**src/rtl/bf_core_stream.sv**
```systemverilog
// bf_core_stream -- Brainfuck execution core with streaming character I/O.
//
// A program is written into code memory through the prog_* port while the
// core is idle. A start pulse clears data memory, one cell per cycle, and
// then runs the program from pc=0 at one instruction per cycle. Characters
// move through valid/ready streams. The outcome of a run is reported on the
// sticky done/error outputs.
//
// Ports:
//   clock, reset          rising-edge clock, synchronous active-high reset
//   start, stop           restart a run (clear then execute) / abort to idle
//   prog_we/addr/data     code memory write port, honoured only when idle
//   in_valid/ready/data   input character stream (',' instruction)
//   out_valid/ready/data  output character stream ('.' instruction)
//   busy                  core is not idle
//   done                  sticky, normal halt reached
//   error                 sticky, 0 none, 1 unmatched bracket,
//                         2 stack overflow, 3 stack underflow
//
// Build option: define BF_LOOP_STACK_EN to add a hardware loop stack of
// STACK_DEPTH entries. With the stack, ']' jumps back in a single cycle
// instead of scanning backwards for its '['.

module bf_core_stream #(
  parameter int CELL_W      = 8,
  parameter int DATA_AW     = 8,
  parameter int CODE_AW     = 8,
  parameter int STACK_DEPTH = 16
) (
  input  logic               clock,
  input  logic               reset,
  input  logic               start,
  input  logic               stop,
  input  logic               prog_we,
  input  logic [CODE_AW-1:0] prog_addr,
  input  logic [3:0]         prog_data,
  input  logic               in_valid,
  output logic               in_ready,
  input  logic [CELL_W-1:0]  in_data,
  output logic               out_valid,
  input  logic               out_ready,
  output logic [CELL_W-1:0]  out_data,
  output logic               busy,
  output logic               done,
  output logic [1:0]         error
);

  typedef enum logic [2:0] {
    S_IDLE, S_CLEAR, S_EXEC, S_SCAN_F, S_SCAN_B, S_WAIT_IN, S_WAIT_OUT
  } state_e;

  // How the program counter moves at the end of a cycle.
  typedef enum logic [1:0] {PC_KEEP, PC_ADV, PC_FWD, PC_BACK} pc_act_e;

  localparam logic [3:0] OP_RIGHT = 4'd0;
  localparam logic [3:0] OP_LEFT  = 4'd1;
  localparam logic [3:0] OP_INC   = 4'd2;
  localparam logic [3:0] OP_DEC   = 4'd3;
  localparam logic [3:0] OP_OUT   = 4'd4;
  localparam logic [3:0] OP_IN    = 4'd5;
  localparam logic [3:0] OP_LOOP  = 4'd6;
  localparam logic [3:0] OP_END   = 4'd7;

  localparam logic [CODE_AW-1:0] PC_MAX  = {CODE_AW{1'b1}};
  localparam logic [DATA_AW-1:0] PTR_MAX = {DATA_AW{1'b1}};
  localparam logic [CODE_AW:0]   CNT_ONE = (CODE_AW+1)'(1);

  logic [3:0]        code_mem [2**CODE_AW];
  logic [CELL_W-1:0] data_mem [2**DATA_AW];

  state_e             state_q, state_d;
  logic [CODE_AW-1:0] pc_q, pc_d;
  logic [DATA_AW-1:0] ptr_q, ptr_d;
  logic [CODE_AW:0]   count_q, count_d;
  logic [CELL_W-1:0]  out_data_q, out_data_d;
  logic               in_ready_q, in_ready_d;
  logic               out_valid_q, out_valid_d;
  logic               busy_q, busy_d;
  logic               done_q, done_d;
  logic [1:0]         error_q, error_d;

  pc_act_e            pc_act_s;
  logic [3:0]         op_s;
  logic [CELL_W-1:0]  cell_s;
  logic               cm_we_s;
  logic               dm_we_s;
  logic [CELL_W-1:0]  dm_wdata_s;

`ifdef BF_LOOP_STACK_EN
  localparam int SP_W = $clog2(STACK_DEPTH + 1);
  localparam int SI_W = (STACK_DEPTH > 1) ? $clog2(STACK_DEPTH) : 1;
  localparam logic [SP_W-1:0] SP_FULL = SP_W'(STACK_DEPTH);

  logic [CODE_AW-1:0] stk_mem [STACK_DEPTH];
  logic [SP_W-1:0]    sp_q, sp_d;
  logic [SP_W-1:0]    sp_dec_s;
  logic [CODE_AW-1:0] stk_top_s;
  logic               stk_we_s;

  assign sp_dec_s  = sp_q - SP_W'(1);
  assign stk_top_s = stk_mem[sp_dec_s[SI_W-1:0]];
`endif

  assign op_s   = code_mem[pc_q];
  assign cell_s = data_mem[ptr_q];

  // Next-state, datapath and output logic for the whole core.
  always_comb begin
    state_d     = state_q;
    pc_d        = pc_q;
    ptr_d       = ptr_q;
    count_d     = count_q;
    out_data_d  = out_data_q;
    done_d      = done_q;
    error_d     = error_q;
    pc_act_s    = PC_KEEP;
    cm_we_s     = 1'b0;
    dm_we_s     = 1'b0;
    dm_wdata_s  = {CELL_W{1'b0}};
`ifdef BF_LOOP_STACK_EN
    sp_d        = sp_q;
    stk_we_s    = 1'b0;
`endif

    if (stop) begin
      state_d = S_IDLE;
    end else if (start) begin
      state_d = S_CLEAR;
      pc_d    = {CODE_AW{1'b0}};
      ptr_d   = {DATA_AW{1'b0}};
      done_d  = 1'b0;
      error_d = 2'd0;
`ifdef BF_LOOP_STACK_EN
      sp_d    = {SP_W{1'b0}};
`endif
    end else begin
      case (state_q)
        S_IDLE: begin
          cm_we_s = prog_we;
        end
        S_CLEAR: begin
          // ptr doubles as the clear address and wraps back to 0 at the end.
          dm_we_s = 1'b1;
          ptr_d   = ptr_q + DATA_AW'(1);
          if (ptr_q == PTR_MAX) begin
            state_d = S_EXEC;
            pc_d    = {CODE_AW{1'b0}};
          end else begin
            state_d = S_CLEAR;
          end
        end
        S_EXEC: begin
          case (op_s)
            OP_RIGHT: begin ptr_d = ptr_q + DATA_AW'(1); pc_act_s = PC_ADV; end
            OP_LEFT:  begin ptr_d = ptr_q - DATA_AW'(1); pc_act_s = PC_ADV; end
            OP_INC: begin
              dm_we_s    = 1'b1;
              dm_wdata_s = cell_s + CELL_W'(1);
              pc_act_s   = PC_ADV;
            end
            OP_DEC: begin
              dm_we_s    = 1'b1;
              dm_wdata_s = cell_s - CELL_W'(1);
              pc_act_s   = PC_ADV;
            end
            OP_OUT: begin
              out_data_d = cell_s;
              state_d    = S_WAIT_OUT;
            end
            OP_IN: begin
              state_d = S_WAIT_IN;
            end
            OP_LOOP: begin
              if (cell_s == {CELL_W{1'b0}}) begin
                count_d  = CNT_ONE;
                state_d  = S_SCAN_F;
                pc_act_s = PC_FWD;
              end else begin
`ifdef BF_LOOP_STACK_EN
                if (sp_q == SP_FULL) begin
                  error_d = 2'd2;
                  state_d = S_IDLE;
                end else begin
                  stk_we_s = 1'b1;
                  sp_d     = sp_q + SP_W'(1);
                  pc_act_s = PC_ADV;
                end
`else
                pc_act_s = PC_ADV;
`endif
              end
            end
            OP_END: begin
              if (cell_s != {CELL_W{1'b0}}) begin
`ifdef BF_LOOP_STACK_EN
                if (sp_q == {SP_W{1'b0}}) begin
                  error_d = 2'd3;
                  state_d = S_IDLE;
                end else begin
                  pc_d = stk_top_s + CODE_AW'(1);
                end
`else
                count_d  = CNT_ONE;
                state_d  = S_SCAN_B;
                pc_act_s = PC_BACK;
`endif
              end else begin
`ifdef BF_LOOP_STACK_EN
                if (sp_q == {SP_W{1'b0}}) begin
                  error_d = 2'd3;
                  state_d = S_IDLE;
                end else begin
                  sp_d     = sp_dec_s;
                  pc_act_s = PC_ADV;
                end
`else
                pc_act_s = PC_ADV;
`endif
              end
            end
            default: begin
              done_d  = 1'b1;
              state_d = S_IDLE;
            end
          endcase
        end
        S_SCAN_F: begin
          case (op_s)
            OP_LOOP: begin count_d = count_q + CNT_ONE; pc_act_s = PC_FWD; end
            OP_END: begin
              if (count_q == CNT_ONE) begin
                state_d  = S_EXEC;
                pc_act_s = PC_ADV;
              end else begin
                count_d  = count_q - CNT_ONE;
                pc_act_s = PC_FWD;
              end
            end
            default: pc_act_s = PC_FWD;
          endcase
        end
        S_SCAN_B: begin
          case (op_s)
            OP_END: begin count_d = count_q + CNT_ONE; pc_act_s = PC_BACK; end
            OP_LOOP: begin
              if (count_q == CNT_ONE) begin
                state_d  = S_EXEC;
                pc_act_s = PC_ADV;
              end else begin
                count_d  = count_q - CNT_ONE;
                pc_act_s = PC_BACK;
              end
            end
            default: pc_act_s = PC_BACK;
          endcase
        end
        S_WAIT_IN: begin
          if (in_valid) begin
            dm_we_s    = 1'b1;
            dm_wdata_s = in_data;
            state_d    = S_EXEC;
            pc_act_s   = PC_ADV;
          end else begin
            state_d = S_WAIT_IN;
          end
        end
        S_WAIT_OUT: begin
          if (out_ready) begin
            state_d  = S_EXEC;
            pc_act_s = PC_ADV;
          end else begin
            state_d = S_WAIT_OUT;
          end
        end
        default: state_d = S_IDLE;
      endcase

      // Stepping past either end of code memory ends the run: a normal
      // advance halts cleanly, a bracket scan reports an unmatched bracket.
      case (pc_act_s)
        PC_ADV: begin
          if (pc_q == PC_MAX) begin
            done_d  = 1'b1;
            state_d = S_IDLE;
          end else begin
            pc_d = pc_q + CODE_AW'(1);
          end
        end
        PC_FWD: begin
          if (pc_q == PC_MAX) begin
            error_d = 2'd1;
            state_d = S_IDLE;
          end else begin
            pc_d = pc_q + CODE_AW'(1);
          end
        end
        PC_BACK: begin
          if (pc_q == {CODE_AW{1'b0}}) begin
            error_d = 2'd1;
            state_d = S_IDLE;
          end else begin
            pc_d = pc_q - CODE_AW'(1);
          end
        end
        default: ;
      endcase
    end

    busy_d      = (state_d != S_IDLE);
    in_ready_d  = (state_d == S_WAIT_IN);
    out_valid_d = (state_d == S_WAIT_OUT);
  end

  // Control and status registers.
  always_ff @(posedge clock) begin
    if (reset) begin
      state_q     <= S_IDLE;
      pc_q        <= {CODE_AW{1'b0}};
      ptr_q       <= {DATA_AW{1'b0}};
      count_q     <= {(CODE_AW+1){1'b0}};
      out_data_q  <= {CELL_W{1'b0}};
      in_ready_q  <= 1'b0;
      out_valid_q <= 1'b0;
      busy_q      <= 1'b0;
      done_q      <= 1'b0;
      error_q     <= 2'd0;
`ifdef BF_LOOP_STACK_EN
      sp_q        <= {SP_W{1'b0}};
`endif
    end else begin
      state_q     <= state_d;
      pc_q        <= pc_d;
      ptr_q       <= ptr_d;
      count_q     <= count_d;
      out_data_q  <= out_data_d;
      in_ready_q  <= in_ready_d;
      out_valid_q <= out_valid_d;
      busy_q      <= busy_d;
      done_q      <= done_d;
      error_q     <= error_d;
`ifdef BF_LOOP_STACK_EN
      sp_q        <= sp_d;
`endif
    end
  end

  // Code and data memories; reset leaves their contents alone.
  always_ff @(posedge clock) begin
    if (!reset && cm_we_s) begin
      code_mem[prog_addr] <= prog_data;
    end
    if (!reset && dm_we_s) begin
      data_mem[ptr_q] <= dm_wdata_s;
    end
  end

`ifdef BF_LOOP_STACK_EN
  // Loop stack storage, holding the pc of each open '['.
  always_ff @(posedge clock) begin
    if (!reset && stk_we_s) begin
      stk_mem[sp_q[SI_W-1:0]] <= pc_q;
    end
  end
`endif

  assign in_ready  = in_ready_q;
  assign out_valid = out_valid_q;
  assign out_data  = out_data_q;
  assign busy      = busy_q;
  assign done      = done_q;
  assign error     = error_q;

endmodule
```
**config.mk**
```make
export PLATFORM = sky130hd
export DESIGN_NAME = bf_core_stream
export DESIGN_NICKNAME = d
export VERILOG_FILES = /design/src/rtl/bf_core_stream.sv
export SDC_FILE = /design/constraint.sdc
export NUM_CORES = 2
export LEC_CHECK = 0
export ABC_AREA = 1
export ABC_CLOCK_PERIOD_IN_PS = 15700
export BUFFER_PORTS_ARGS = -buffer_cell sky130_fd_sc_hd__buf_4
export CELL_PAD_IN_SITES_DETAIL_PLACEMENT = 1
export CELL_PAD_IN_SITES_GLOBAL_PLACEMENT = 1
export CORE_MARGIN = 4
export CORE_UTILIZATION = 45
export CTS_BUF_LIST = sky130_fd_sc_hd__clkbuf_2
export DETAILED_ROUTE_END_ITERATION = 10
export GPL_TIMING_DRIVEN = 0
export PLACE_DENSITY = 0.76
export REMOVE_ABC_BUFFERS = 1
export SETUP_SLACK_MARGIN = 0.05
export SLEW_MARGIN = 20
export SYNTH_ARGS = -nofsm -noshare
export SYNTH_HDL_FRONTEND = slang
export SYNTH_SLANG_ARGS = --single-unit
```
**constraint.sdc**
```tcl
create_clock -name clock -period 15.7 [get_ports clock]
set_input_delay 3.14 -clock clock [delete_from_list [all_inputs] [get_ports clock]]
set_output_delay 3.14 -clock clock [all_outputs]
set_load 0.02 [all_outputs]
```
==> impl_results.md <==
* Via density at just under 6
* Chip height at roughly 540 µm
* Largest net degree at the start of global routing at ~200
* Clk_lat worst skew at about 2.2 ns
* Status: complete, no violations
* Gr usage total at a little over a quarter
* Clock transition at path regs at 0.11 ns
* Worst path slowest cell: dfxtp_4
* Critical path's top delay family: buffers and inverters
* Vias in the first global route at ~97k
* Drt wl/cell at 24.87 µm
* Final core utilization at between 50 and 60%
* Peak supply drop at roughly 0.000085 V
* Initial Util at 45.19%
* Die ar. at ~0.30 mm²
* GP Congestion at 0.8258
* Async set or reset register ratio after synthesis at 0%
* Post-CTS resize count at 0
* Setup Crit Path Kind: reg2reg
* Commonest non-fill, non-tap cell in the layout: nand2_1
* Maximum fanout along the worst path at about 190
* Yosys reg bits at 3129
* Slowest stage delay, CP at roughly 0.63 ns
* Buffers added on ports at 39
* Max cap viols at 0
* Avg Cell Area, Syn at between 10 and 15 µm²
* Critical path endpoint category: flip-flop
* Fill cell count at 30.22k
* Fmax at roughly 110 MHz
* Most frequent cells in the layout: nand2_1, edfxtp_1, nand3_1
* Layout cells sized above 1 at about 13%
* WP buf/inv at 15
* Drt total wl at between 300000 and 400000 µm
* Cell count after synthesis at roughly 11k
* Drt initial violations at roughly 10k
* DRT Pass-1 Iters at 6
* DRC violations left at 0
* Top FF cell, synth: edfxtp_1
* Worst setup SP type: flip-flop
* Synth warn at 0
* # rows at 196
* Mapped Area at 0.1289 mm²
* Pleak at ~49 nW
* CP most frequent cell: buf_16
* Post-DP HPWL at about 240000 µm
* Root Buffer: clkbuf_2
* CTS buffer count at about 760
* Sequential area share after synthesis at between 70% and 80%
* Nets at between 10k and 15k
* Number of flops mapped to enable cells by yosys at 3072
* Ports at slightly above 40
* Worst Path Arrival at between 10 and 15 ns
* Yosys cell types at 43
* Worst Max-Slew Pin Slew at approximately 1.2 ns
* HP Class: reg2reg
* PwrDens at roughly 100 mW/mm²
* # H-tree levels at 6
* Setup TNS Final at 0 ns
* Clock period minus worst slack at between 9 and 10 ns
* Slew Limit Fails at 0
* CTS tree: built
* Vias at ~90k
* First-pass GRT wire length at slightly below 600000 µm
* Clock Skew at 0.4315 ns
* Final setup viols at 0
* Area Overhead vs Synth at 10.98%
* Hold buffers post-CTS at 0
* Clock Tree Buf Depth at 4
* Routed Antenna Nets at 0
* Hold Fails Final Rpt at 0
* RSZ-0062 raised after global routing: false
* Headroom to the max-slew limit at a little under a fifth
* CTS sink cnt at 3129
* Core Area at ~0.29 mm²
* Total gr overflow at 0
* Post-CTS Setup Bufs at 0
* Initial antenna violation count at 17
* Die Wd at 543.2 µm
* Tcrit/Tclk final at 59.88%
* Critical path data required time at roughly 17 ns
## Yosys cell counts, types with 3 or more instances
master	n	area share, %
nand2_1	3341	9.7
o211ai_1	8	0.047
a211oi_1	3	0.017
nor2_1	556	1.6
inv_1	110	0.32
dfxtp_1	57	0.89
buf_4	11	0.064
buf_6	8	0.070
o21ai_0	43	0.17
nand4_1	16	0.078
buf_1	65	0.19
a22oi_1	4	0.023
nor3_1	37	0.14
nand3_2	3	0.023
buf_2	359	1.4
o22ai_1	9	0.044
nor2_2	3	0.015
a31oi_1	8	0.039
inv_2	5	0.015
a21oi_1	48	0.19
ha_1	20	0.19
xnor2_1	8	0.054
edfxtp_1	3072	72
clkbuf_1	313	0.91
xor2_1	22	0.15
nand3_1	3061	12
clkinv_1	4	0.012
## tightest hold or removal path, cell delays in order (launching register included)
cell	delay, ns
dfxtp_1	0.35
nand2_1	0.08
a21oi_1	0.07
## power by group
group          leakage, nW  total, mW  switching [mW]  internal (mW)
registers             25.3       9.06         0.00312           9.06
clock network         5.12       5.38            3.38           2.01
logic                 18.9      0.528           0.391          0.137
## metrics by stage
| stage | hold WS [ns] | area (µm²) | std cells | setup WS (ns) | total power, mW |
|---|---|---|---|---|---|
| after global placement | 0.4799 | 130500 | 14260 | -116.13 | 10.13 |
| after detailed placement | 0.5072 | 136300 | 14470 | 6.801 | 9.772 |
| after CTS | 0.5186 | 143000 | 15760 | 6.619 | 15.08 |
| final | 0.5067 | 143000 | 15770 | 6.300 | 14.97 |
| after floorplan | 0.4672 | 125500 | 10460 | -39.67 | 9.785 |
| after global routing | 0.5424 | 143000 | 15760 | 5.929 | 15.60 |
## path summary, 6_finish.rpt
check	start	end	slack (ns)	cells after the start
max	flip-flop	data_mem[213][5]	6.30	31
min	pc_q[6]	flip-flop	0.51	2
max reg2reg	flip-flop	data_mem[213][5]	6.30	31
min reg2reg	pc_q[6]	flip-flop	0.51	2
## final cells by class
type	count	area (µm²)	area share [%]
Sequential cell	3129	93430	65.32
Multi-Input combinational cell	7210	32070	22.42
Tap cell	3762	4707	3.291
Clock inverter	179	1154	0.8065
Inverter	121	526.8	0.3683
Antenna cell	12	30.03	0.02099
Clock buffer	1110	5555	3.884
Timing Repair Buffer	245	5568	3.893
## flip-flops by register name, summed over array words and instances (netlist names), 3 cells and up, named ones only
name,cells
pc_q,8
code_mem,1024
count_q,9
data_mem,2048
state_q,3
ptr_q,8
out_data,8
## per-layer routing
layer	global-route usage [%]	part of all wire (%)	vias up
li1	-	-	40590
met1	33.99	39	46260
met2	43.18	49	4095
met3	4.869	8.0	916
met4	10.93	4.1	8
met5	0	0.014	-
## cells by family (layout without fill, tap and decap cells)
logic type,after synthesis,in the layout,synth area share [%]
flops,3129,3129,72.46
buf+inv,877,1655,2.985
compound gates,134,134,0.5902
xor+xnor,30,30,0.2039
simple gates,7024,7024,23.55
other cells,1,13,0.002910
fa+ha+maj,21,21,0.2097
Power figures use the tool's default switching activity.
